`src/rtl/mips_mc_ctrl_if.sv`:
```
// Control bus between the multicycle MIPS controller and its datapath.
// The controller reads op/funct/zero and drives every mux select and write enable.
interface mips_mc_ctrl_if;
  logic [5:0] op;
  logic [5:0] funct;
  logic       zero;
  logic       iord;
  logic       memwrite;
  logic       irwrite;
  logic       regdst;
  logic       memtoreg;
  logic       regwrite;
  logic       alusrca;
  logic [1:0] alusrcb;
  logic [2:0] alucontrol;
  logic [1:0] pcsrc;
  logic       pcen;
  logic [3:0] state;

  // Controller side
  modport master (
    input  op, funct, zero,
    output iord, memwrite, irwrite, regdst, memtoreg, regwrite,
           alusrca, alusrcb, alucontrol, pcsrc, pcen, state
  );

  // Datapath side
  modport slave (
    output op, funct, zero,
    input  iord, memwrite, irwrite, regdst, memtoreg, regwrite,
           alusrca, alusrcb, alucontrol, pcsrc, pcen, state
  );
endinterface

```
`src/rtl/mips_mc_ctrl.sv`:
```
// Multicycle MIPS control unit: Moore FSM plus ALU decoder.
// Moore outputs are registered alongside the state (loaded from the decode of
// the next state), so they always equal the decode of the current state.
module mips_mc_ctrl (
  input  logic           clk,
  input  logic           rst,
  mips_mc_ctrl_if.master bus
);

  typedef enum logic [3:0] {
    FETCH   = 4'd0,
    DECODE  = 4'd1,
    MEMADR  = 4'd2,
    MEMRD   = 4'd3,
    MEMWB   = 4'd4,
    MEMWR   = 4'd5,
    EXECUTE = 4'd6,
    ALUWB   = 4'd7,
    BRANCH  = 4'd8,
    ADDIEX  = 4'd9,
    ADDIWB  = 4'd10,
    JUMP    = 4'd11
  } state_t;

  typedef struct packed {
    logic       iord;
    logic       memwrite;
    logic       irwrite;
    logic       regdst;
    logic       memtoreg;
    logic       regwrite;
    logic       alusrca;
    logic [1:0] alusrcb;
    logic [1:0] aluop;
    logic [1:0] pcsrc;
    logic       branch;
    logic       pcwrite;
  } ctrl_t;

  localparam logic [5:0] OP_RTYPE = 6'b000000;
  localparam logic [5:0] OP_LW    = 6'b100011;
  localparam logic [5:0] OP_SW    = 6'b101011;
  localparam logic [5:0] OP_BEQ   = 6'b000100;
  localparam logic [5:0] OP_ADDI  = 6'b001000;
  localparam logic [5:0] OP_J     = 6'b000010;

  // Moore output table; anything not set stays 0, including illegal encodings.
  function automatic ctrl_t decode_ctrl(input state_t s);
    ctrl_t c;
    c = '0;
    case (s)
      FETCH: begin
        c.alusrcb = 2'b01;
        c.irwrite = 1'b1;
        c.pcwrite = 1'b1;
      end
      DECODE:  c.alusrcb = 2'b11;
      MEMADR, ADDIEX: begin
        c.alusrca = 1'b1;
        c.alusrcb = 2'b10;
      end
      MEMRD:   c.iord = 1'b1;
      MEMWB: begin
        c.memtoreg = 1'b1;
        c.regwrite = 1'b1;
      end
      MEMWR: begin
        c.iord     = 1'b1;
        c.memwrite = 1'b1;
      end
      EXECUTE: begin
        c.alusrca = 1'b1;
        c.alusrcb = 2'b00;
        c.aluop   = 2'b10;
      end
      ALUWB: begin
        c.regdst   = 1'b1;
        c.regwrite = 1'b1;
      end
      BRANCH: begin
        c.alusrca = 1'b1;
        c.aluop   = 2'b01;
        c.pcsrc   = 2'b01;
        c.branch  = 1'b1;
      end
      ADDIWB:  c.regwrite = 1'b1;
      JUMP: begin
        c.pcsrc   = 2'b10;
        c.pcwrite = 1'b1;
      end
      default: c = '0;
    endcase
    return c;
  endfunction

  state_t     state_r;
  state_t     next_state_s;
  ctrl_t      ctrl_r;
  logic       legal_s;
  logic [2:0] alucontrol_s;

  // Next-state logic; unknown opcodes fall back to FETCH as a nop.
  always_comb begin
    next_state_s = FETCH;
    case (state_r)
      FETCH:  next_state_s = DECODE;
      DECODE: begin
        case (bus.op)
          OP_LW, OP_SW: next_state_s = MEMADR;
          OP_RTYPE:     next_state_s = EXECUTE;
          OP_BEQ:       next_state_s = BRANCH;
          OP_ADDI:      next_state_s = ADDIEX;
          OP_J:         next_state_s = JUMP;
          default:      next_state_s = FETCH;
        endcase
      end
      MEMADR: begin
        if (bus.op == OP_SW) begin
          next_state_s = MEMWR;
        end else begin
          next_state_s = MEMRD;
        end
      end
      MEMRD:   next_state_s = MEMWB;
      EXECUTE: next_state_s = ALUWB;
      ADDIEX:  next_state_s = ADDIWB;
      default: next_state_s = FETCH;
    endcase
  end

  // State register and registered Moore outputs, synchronous active-low reset.
  always_ff @(posedge clk) begin
    if (!rst) begin
      state_r <= FETCH;
      ctrl_r  <= decode_ctrl(FETCH);
    end else begin
      state_r <= next_state_s;
      ctrl_r  <= decode_ctrl(next_state_s);
    end
  end

  // ALU decoder: aluop selects fixed add/sub or the R-type funct decode.
  always_comb begin
    alucontrol_s = 3'b000;
    case (ctrl_r.aluop)
      2'b00: alucontrol_s = 3'b010;
      2'b01: alucontrol_s = 3'b110;
      2'b10: begin
        case (bus.funct)
          6'b100000: alucontrol_s = 3'b010;
          6'b100010: alucontrol_s = 3'b110;
          6'b100100: alucontrol_s = 3'b000;
          6'b100101: alucontrol_s = 3'b001;
          6'b101010: alucontrol_s = 3'b111;
          default:   alucontrol_s = 3'b000;
        endcase
      end
      default: alucontrol_s = 3'b000;
    endcase
  end

  // Encodings 12-15 blank every output until the FSM returns to FETCH.
  assign legal_s = (state_r <= JUMP);

  // Write enables are also gated by reset so an interrupted store never completes.
  assign bus.iord       = legal_s & ctrl_r.iord;
  assign bus.memwrite   = legal_s & rst & ctrl_r.memwrite;
  assign bus.irwrite    = legal_s & rst & ctrl_r.irwrite;
  assign bus.regdst     = legal_s & ctrl_r.regdst;
  assign bus.memtoreg   = legal_s & ctrl_r.memtoreg;
  assign bus.regwrite   = legal_s & rst & ctrl_r.regwrite;
  assign bus.alusrca    = legal_s & ctrl_r.alusrca;
  assign bus.alusrcb    = legal_s ? ctrl_r.alusrcb : 2'b00;
  assign bus.alucontrol = legal_s ? alucontrol_s : 3'b000;
  assign bus.pcsrc      = legal_s ? ctrl_r.pcsrc : 2'b00;
  assign bus.pcen       = legal_s & rst & (ctrl_r.pcwrite | (ctrl_r.branch & bus.zero));
  assign bus.state      = legal_s ? state_r : 4'd0;

endmodule

```
`src/flat_wrapper.sv`:
```
// flat-port wrapper written by rule: the top's interface ports become plain ports
module mips_mc_ctrl_flat 
  (clk, rst, bus_op, bus_funct, bus_zero, bus_iord, bus_memwrite, bus_irwrite, bus_regdst, bus_memtoreg, bus_regwrite, bus_alusrca, bus_alusrcb, bus_alucontrol, bus_pcsrc, bus_pcen, bus_state);
  mips_mc_ctrl_if bus_i ();
  input  logic clk;
  input  logic rst;
  input wire logic [$bits(bus_i.op)-1:0] bus_op;
  input wire logic [$bits(bus_i.funct)-1:0] bus_funct;
  input wire logic [$bits(bus_i.zero)-1:0] bus_zero;
  output wire logic [$bits(bus_i.iord)-1:0] bus_iord;
  output wire logic [$bits(bus_i.memwrite)-1:0] bus_memwrite;
  output wire logic [$bits(bus_i.irwrite)-1:0] bus_irwrite;
  output wire logic [$bits(bus_i.regdst)-1:0] bus_regdst;
  output wire logic [$bits(bus_i.memtoreg)-1:0] bus_memtoreg;
  output wire logic [$bits(bus_i.regwrite)-1:0] bus_regwrite;
  output wire logic [$bits(bus_i.alusrca)-1:0] bus_alusrca;
  output wire logic [$bits(bus_i.alusrcb)-1:0] bus_alusrcb;
  output wire logic [$bits(bus_i.alucontrol)-1:0] bus_alucontrol;
  output wire logic [$bits(bus_i.pcsrc)-1:0] bus_pcsrc;
  output wire logic [$bits(bus_i.pcen)-1:0] bus_pcen;
  output wire logic [$bits(bus_i.state)-1:0] bus_state;
  assign bus_i.op = bus_op;
  assign bus_i.funct = bus_funct;
  assign bus_i.zero = bus_zero;
  assign bus_iord = bus_i.iord;
  assign bus_memwrite = bus_i.memwrite;
  assign bus_irwrite = bus_i.irwrite;
  assign bus_regdst = bus_i.regdst;
  assign bus_memtoreg = bus_i.memtoreg;
  assign bus_regwrite = bus_i.regwrite;
  assign bus_alusrca = bus_i.alusrca;
  assign bus_alusrcb = bus_i.alusrcb;
  assign bus_alucontrol = bus_i.alucontrol;
  assign bus_pcsrc = bus_i.pcsrc;
  assign bus_pcen = bus_i.pcen;
  assign bus_state = bus_i.state;
  mips_mc_ctrl u_core (.clk(clk), .rst(rst), .bus(bus_i));
endmodule
```
`config.mk`:
```
export PLATFORM = sky130hd
export DESIGN_NAME = mips_mc_ctrl_flat
export DESIGN_NICKNAME = d
export VERILOG_FILES = /design/src/rtl/mips_mc_ctrl_if.sv /design/src/rtl/mips_mc_ctrl.sv /design/src/flat_wrapper.sv
export SDC_FILE = /design/constraint.sdc
export NUM_CORES = 1
export LEC_CHECK = 0
export ABC_AREA = 1
export BUFFER_PORTS_ARGS = -buffer_cell sky130_fd_sc_hd__buf_4
export CORE_ASPECT_RATIO = 1.25
export CORE_MARGIN = 3
export CORE_UTILIZATION = 33
export CTS_BUF_LIST = sky130_fd_sc_hd__clkbuf_4
export DETAILED_ROUTE_END_ITERATION = 8
export GPL_TIMING_DRIVEN = 0
export SYNTH_ARGS = -nofsm -noshare
export SYNTH_HDL_FRONTEND = slang
export SYNTH_SLANG_ARGS = --single-unit
```
`constraint.sdc`:
```
create_clock -name clk -period 1.7 [get_ports clk]
set_clock_uncertainty 0.2 [all_clocks]
set_input_delay 0.34 -clock clk [delete_from_list [all_inputs] [get_ports clk]]
set_output_delay 0.34 -clock clk [all_outputs]
set_load 0.005 [all_outputs]
```
==> flow_summary.yaml, run 1 <==
power:
  internal_power_uw: 581
  switchingPower_uw: 230
  power_density_nw_per_um2: 470
  swShare: 0.284
  clkPwrFrac: 0.264
  p_leak_nw: 0.806
  peakVddDrop_mv: 0.276
  p_seq_frac: 0.513
  power_frac_comb: 0.223
placement:
  io_buffer_count: 33
  dp_hpwl_um: 1910
  postPlaceCellArea_um2: 1240
  gp_congestion: 0.764
finish:
  areaGrowthSynthToFinish_pct: 81.1
  diodes: 0
  drive_gt1_frac: 0.549
  fin_area_um2: 1720
  fin_nets: 222
detailed_routing:
  post-route-drc-count: 0
  vias: 1146
  drt_iter0_markers: 17
  wirelength_um: 2910
  vias_per_cell: 4.78
  ant_nets: 0
  routedWlPerCell_um: 12.1
  first_pass_iters: 4
yosys:
  ys_seq_elements: 17
  yosys_warnings: 0
  async_reset_ff_frac: 0
  postSynthCellCount: 152
  netlist-cell-type-count: 20
  synth_flop_cell: "dfxtp_1"
  synthMostInstantiatedCell: "nor2_1"
  synth-edff-count: 0
  syn_avg_cell_area_um2: 6.26
  yosysSeqAreaShare: 0.357
  synth_commonest_cells: "34 x nor2_1, 33 x inv_1, 21 x nand2_1, 17 x dfxtp_1, 15 x nand3_1"
  synth.area.top_cells: "dfxtp_1 36%, nor2_1 13%, inv_1 13%, nand2_1 8.3%, nand3_1 7.9%"
  synth_nets: 167
  yosysTopAreaCell: "dfxtp_1"
  netlist.area_leader.share: 0.357
  syn_area_um2: 952
sta:
  fmax_ghz: 0.544
  tns_ns: -0.473
  period_minus_slack_ns: 1.84
  finalCritPeriodShare: 1.08
  final_hold_viol_count: 0
  slew_violations: 0
  rsz0062_at_grt: "yes"
  finalSetupViolCount: 8
  fin_ws_ns: -0.139
  max_slew.worst_pin.slew_ns: 0.311
  relSlewSlack: 0.792
global_route:
  grt_first_pass_wirelength_um: 4100
  grt_max_degree: 11
  grt_pass1_vias: 1032
  globalRouteOverflowTotal: 0
  gr-usage-all-layers: 0.153
  antenna_found_initial: 0
status:
  violations: "setup timing"
  status: "finished, violations left"
critical_path:
  crit_slowest_cell: "dfxtp_4"
  setup.worst_path.end_class: "primary output"
  r2r_cells: 11
  crit_fanout: 4
  worstPathRequired_ns: 1.16
  cpLargestDelayFamily: "flip-flops"
  startpoint_type: "flip-flop"
  cp_num_buf_inv: 1
  crit_chain: "nand2_8 > nand3_1 > o32ai_2 > buf_4"
  crit_arrival_ns: 1.30
  path_class: "flip-flop to primary output"
  cp_num_cells: 4
  slowest_delay_ns: 0.39
cts:
  htree_levels: 1
  clk_latency_ns: 0.29
  clockBufferDepth: 2
  clock_sinks: 17
  cts_made_buffers: 3
  path_clk_slew_ns: 0.10
  clock-root-buffer: "clkbuf_4"
  cts_tree: "yes"
min_path:
  hold_class: "input pin to flip-flop"
  min_path_cells: 2
floorplanning:
  ioPinCount: 34
  num_rows: 21
  start_util: 0.352
  coreArea_um2: 2710
  die_w_um: 54.0
  die_h_um: 66.1
  die_area_um2: 3570
run:
  cap_violations: 0
-- worst paths after layout --
kind | to | slack [ns] | start
worst max-delay path | bus_alucontrol[0] | -0.14 | u_core.state_r[2]$_SDFF_PN0_
worst min-delay path | u_core.ctrl_r[12]$_SDFF_PN1_ | 0.09 | rst
worst max register to register | u_core.ctrl_r[8]$_SDFF_PN0_ | -0.06 | u_core.state_r[3]$_SDFF_PN0_
worst min register to register | u_core.ctrl_r[10]$_SDFF_PN0_ | 0.38 | u_core.state_r[0]$_SDFF_PN0_
-- power groups by stage --
| stage | Combinational (mW) | Clock [mW] | Sequential [mW] |
|---|---|---|---|
| 3_3_place_gp | 0.125 | 0 | 0.426 |
| 6_report | 0.181 | 0.214 | 0.416 |
| 5_1_grt | 0.198 | 0.243 | 0.417 |
| 3_5_place_dp | 0.128 | 0 | 0.427 |
| 4_1_cts | 0.135 | 0.218 | 0.416 |
| 2_1_floorplan | 0.0666 | 0 | 0.425 |
-- per-stage QoR --
stage	hold slack, ns	utilization	total power, mW	cells	setup WS (ns)
5_1_grt	0.0751	0.637	0.859	240	-0.208
4_1_cts	0.0555	0.508	0.769	225	-0.0887
2_1_floorplan	0.210	-	0.491	152	0.210
3_3_place_gp	0.351	0.459	0.551	219	-0.119
6_report	0.0917	0.637	0.811	240	-0.139
3_5_place_dp	0.348	0.459	0.555	219	-0.169
-- metal layers --
layer | track usage | up-vias | routed length [um]
met3 | 0.0203 | 4 | 133
li1 | - | 575 | -
met4 | 0.0467 | 0 | 56
met2 | 0.308 | 32 | 1640
met1 | 0.152 | 535 | 1080
met5 | 0 | - | 0
-- final cells by class --
type | count | area (um^2)
fill | 231 | 982
multi-input combinational | 99 | 693
timing repair buffer | 50 | 433
sequential | 17 | 358
inverter | 35 | 145
tap | 34 | 42.5
buffer | 1 | 25.0
clock buffer | 3 | 22.5
clock inverter | 1 | 5.00
-- worst register-to-register path, stage by stage (launching register included) --
cell and delay (ns):
dfxtp_4 0.39, buf_12 0.14, nor2_4 0.17, inv_2 0.08, o22ai_2 0.11, nand2_2 0.12, inv_4 0.11, nor2_1 0.05
nand2_1 0.09, nand2_1 0.06, nor2_1 0.09, nor2_1 0.04
-- sequential cells by signal, indices dropped and copies added, names as in the netlist --
register / flops
u_core.ctrl_r: 13
u_core.state_r: 4
-- cell families (layout without fill, tap and decap cells) --
| group | after synthesis | after routing | synth area share |
|---|---|---|---|
| compound gates | 8 | 8 | 0.0578 |
| buf+inv | 36 | 90 | 0.142 |
| flops | 17 | 17 | 0.357 |
| simple gates | 91 | 91 | 0.443 |
-- cells in the final DEF, fill, tap and decap left out, types with 4 or more instances in the layout --
cell type,n
buf_4,38
inv_1,26
nor2_1,17
nor2_4,15
nand3_1,13
nand2_1,13
dfxtp_1,11
buf_6,10
nor2_2,8
inv_2,6
nand2_2,6
nor3_2,4
dfxtp_4,4
-- what timing repair did --
action,in CTS,in global routing
pin swaps,0,15
gates cloned,0,1
hold buffers,0,0
resized for setup,25,64
endpoints found under the setup margin,18,27
setup buffers,2,14
Power figures use the tool's default switching activity.
==> run 2, diff against run 1 <==
PLACE_DENSITY = 0.58   (was not set)
==> flow_summary.yaml, run 2 (same netlist as run 1, synthesis figures left out) <==
global_route:
  met1_usage: 0.151
  globalRouteOverflowTotal: 0
  grt_use_met2: 0.265
  gr-usage-all-layers: 0.140
  busiest_layer: "met2"
  grt_first_pass_wirelength_um: 3730
  grt_pass1_vias: 917
  grt_max_degree: 10
  antenna_found_initial: 0
  grtUsageMet3: 0.0271
finish:
  drive_gt1_frac: 0.437
  regArea_um2: 353
  nFillCells: 257
  diodes: 0
  fin_nets: 213
  regMostFlops: "u_core.ctrl_r"
  multi_input_area_um2: 582
  final_util: 0.556
  layout.cells.non_filler: 231
  final_common_cell: "buf_4"
  largest_reg_flops: 13
  largestRegisters: "u_core.ctrl_r (13), u_core.state_r (4)"
  final_cell_mix: "34 x buf_4, 30 x inv_1, 23 x nor2_1"
  areaGrowthSynthToFinish_pct: 57.9
critical_path:
  cp_num_buf_inv: 1
  startpoint_type: "flip-flop"
  setup.worst_path.end_class: "primary output"
  slowest_delay_ns: 0.39
  worstPathRequired_ns: 1.16
  rr_startpoint: "u_core.state_r[3]$_SDFF_PN0_"
  crit_arrival_ns: 1.30
  timing.critical_path.to: "bus_alucontrol[0]"
  cp_num_cells: 4
  path_class: "flip-flop to primary output"
  cpLargestDelayFamily: "flip-flops"
  crit_chain: "nand2_4 > nand3_1 > o32ai_2 > buf_4"
  crit_slowest_cell: "dfxtp_4"
  crit_fanout: 4
  reg2reg_to: "u_core.ctrl_r[8]$_SDFF_PN0_"
  startpoint: "u_core.state_r[3]$_SDFF_PN0_"
  r2r_cells: 12
  rrSetupSlack_ns: 0.04
cts:
  path_clk_slew_ns: 0.09
  clock_sinks: 17
  clockBufferDepth: 2
  cts_made_buffers: 3
  clock-root-buffer: "clkbuf_4"
  htree_levels: 1
  cts_tree: "yes"
  cts_hold_buf: 0
  clk_latency_ns: 0.28
sta:
  rsz0062_at_grt: "yes"
  finalSetupViolCount: 10
  final_hold_viol_count: 0
  max_slew.worst_pin.slew_ns: 0.254
  relSlewSlack: 0.831
  fmax_ghz: 0.545
  period_minus_slack_ns: 1.84
  whs_ns: 0.0766
  slew_violations: 0
  finalCritPeriodShare: 1.08
  fin_ws_ns: -0.135
detailed_routing:
  post-route-drc-count: 0
  vias_per_cell: 4.58
  ant_nets: 0
  drt_iter0_markers: 27
  routedWlPerCell_um: 10.5
  wirelength_um: 2430
  first_pass_iters: 4
  vias: 1057
floorplanning:
  start_util: 0.352
  die_h_um: 66.1
  die_w_um: 54.0
  ioPinCount: 34
  die_area_um2: 3570
  coreArea_um2: 2710
  num_rows: 21
power:
  p_leak_nw: 0.758
  peakVddDrop_mv: 0.314
  power_density_nw_per_um2: 524
min_path:
  hold_class: "input pin to flip-flop"
status:
  violations: "setup timing"
  status: "finished, violations left"
placement:
  gp_congestion: 0.765
  placedCellCount: 219
  dpl_worst_slack_ns: -0.144
  io_buffer_count: 33
  dp_hpwl_um: 1790
run:
  cap_violations: 0
run 2: cell count changes in the layout (fill, tap and decap cells not counted), moves of 4 or more:
cell    previous run  this run
nor3_2             4         0
nor2_4            15         9
nor2_1            17        23
buf_6             10         6
inv_2              6         1
nor3_1             3         7
inv_1             26        30
buf_4             38        34
run 2: worst min-delay path by stage:
stage	from	to	slack, ns	cells after the start
6_report	rst	u_core.ctrl_r[12]$_SDFF_PN1_	0.08	2
5_1_grt	rst	u_core.ctrl_r[12]$_SDFF_PN1_	0.07	2
4_1_cts	rst	u_core.ctrl_r[12]$_SDFF_PN1_	0.06	2
3_5_place_dp	u_core.state_r[0]$_SDFF_PN0_	u_core.ctrl_r[10]$_SDFF_PN0_	0.36	2
3_3_place_gp	u_core.state_r[1]$_SDFF_PN0_	u_core.ctrl_r[10]$_SDFF_PN0_	0.36	2
2_1_floorplan	rst	u_core.ctrl_r[12]$_SDFF_PN1_	0.21	1
run 2: layer usage:
metal  vias to the layer above  routed length [um]
met3                         3                 126
met2                        26                1350
met5                         -                   0
li1                        560                   -
met1                       468                 943
met4                         0                  16
run 2: area by class of cell:
| type | instances | area share |
|---|---|---|
| buffer | 1 | 0.00998 |
| clock buffer | 4 | 0.0200 |
| inverter | 35 | 0.0957 |
| multi-input combinational | 99 | 0.387 |
| sequential | 17 | 0.235 |
| tap | 34 | 0.0283 |
| timing repair buffer | 41 | 0.225 |
run 2: report_power, final:
part           total (mW)  leakage [nW]  switching (mW)  internal, mW
Combinational       0.149         0.598          0.0769        0.0720
Clock               0.225        0.0184           0.117         0.107
Sequential          0.415         0.142         0.00695         0.408
run 2: what timing repair did:
action                                  CTS  global route
gates cloned                              1             0
setup buffers                             1             6
endpoints found under the setup margin   17            25
pin swaps                                 0             8
gates resized for setup                  17            40
run 2: per-stage QoR:
stage	cell area, um^2	total power, mW	setup TNS (ns)
3_5_place_dp	1240	0.554	-1.52
4_1_cts	1340	0.779	-0.226
5_1_grt	1500	0.836	-1.35
6_report	1500	0.788	-0.332
3_3_place_gp	1240	0.552	-1.40
2_1_floorplan	952	0.491	0
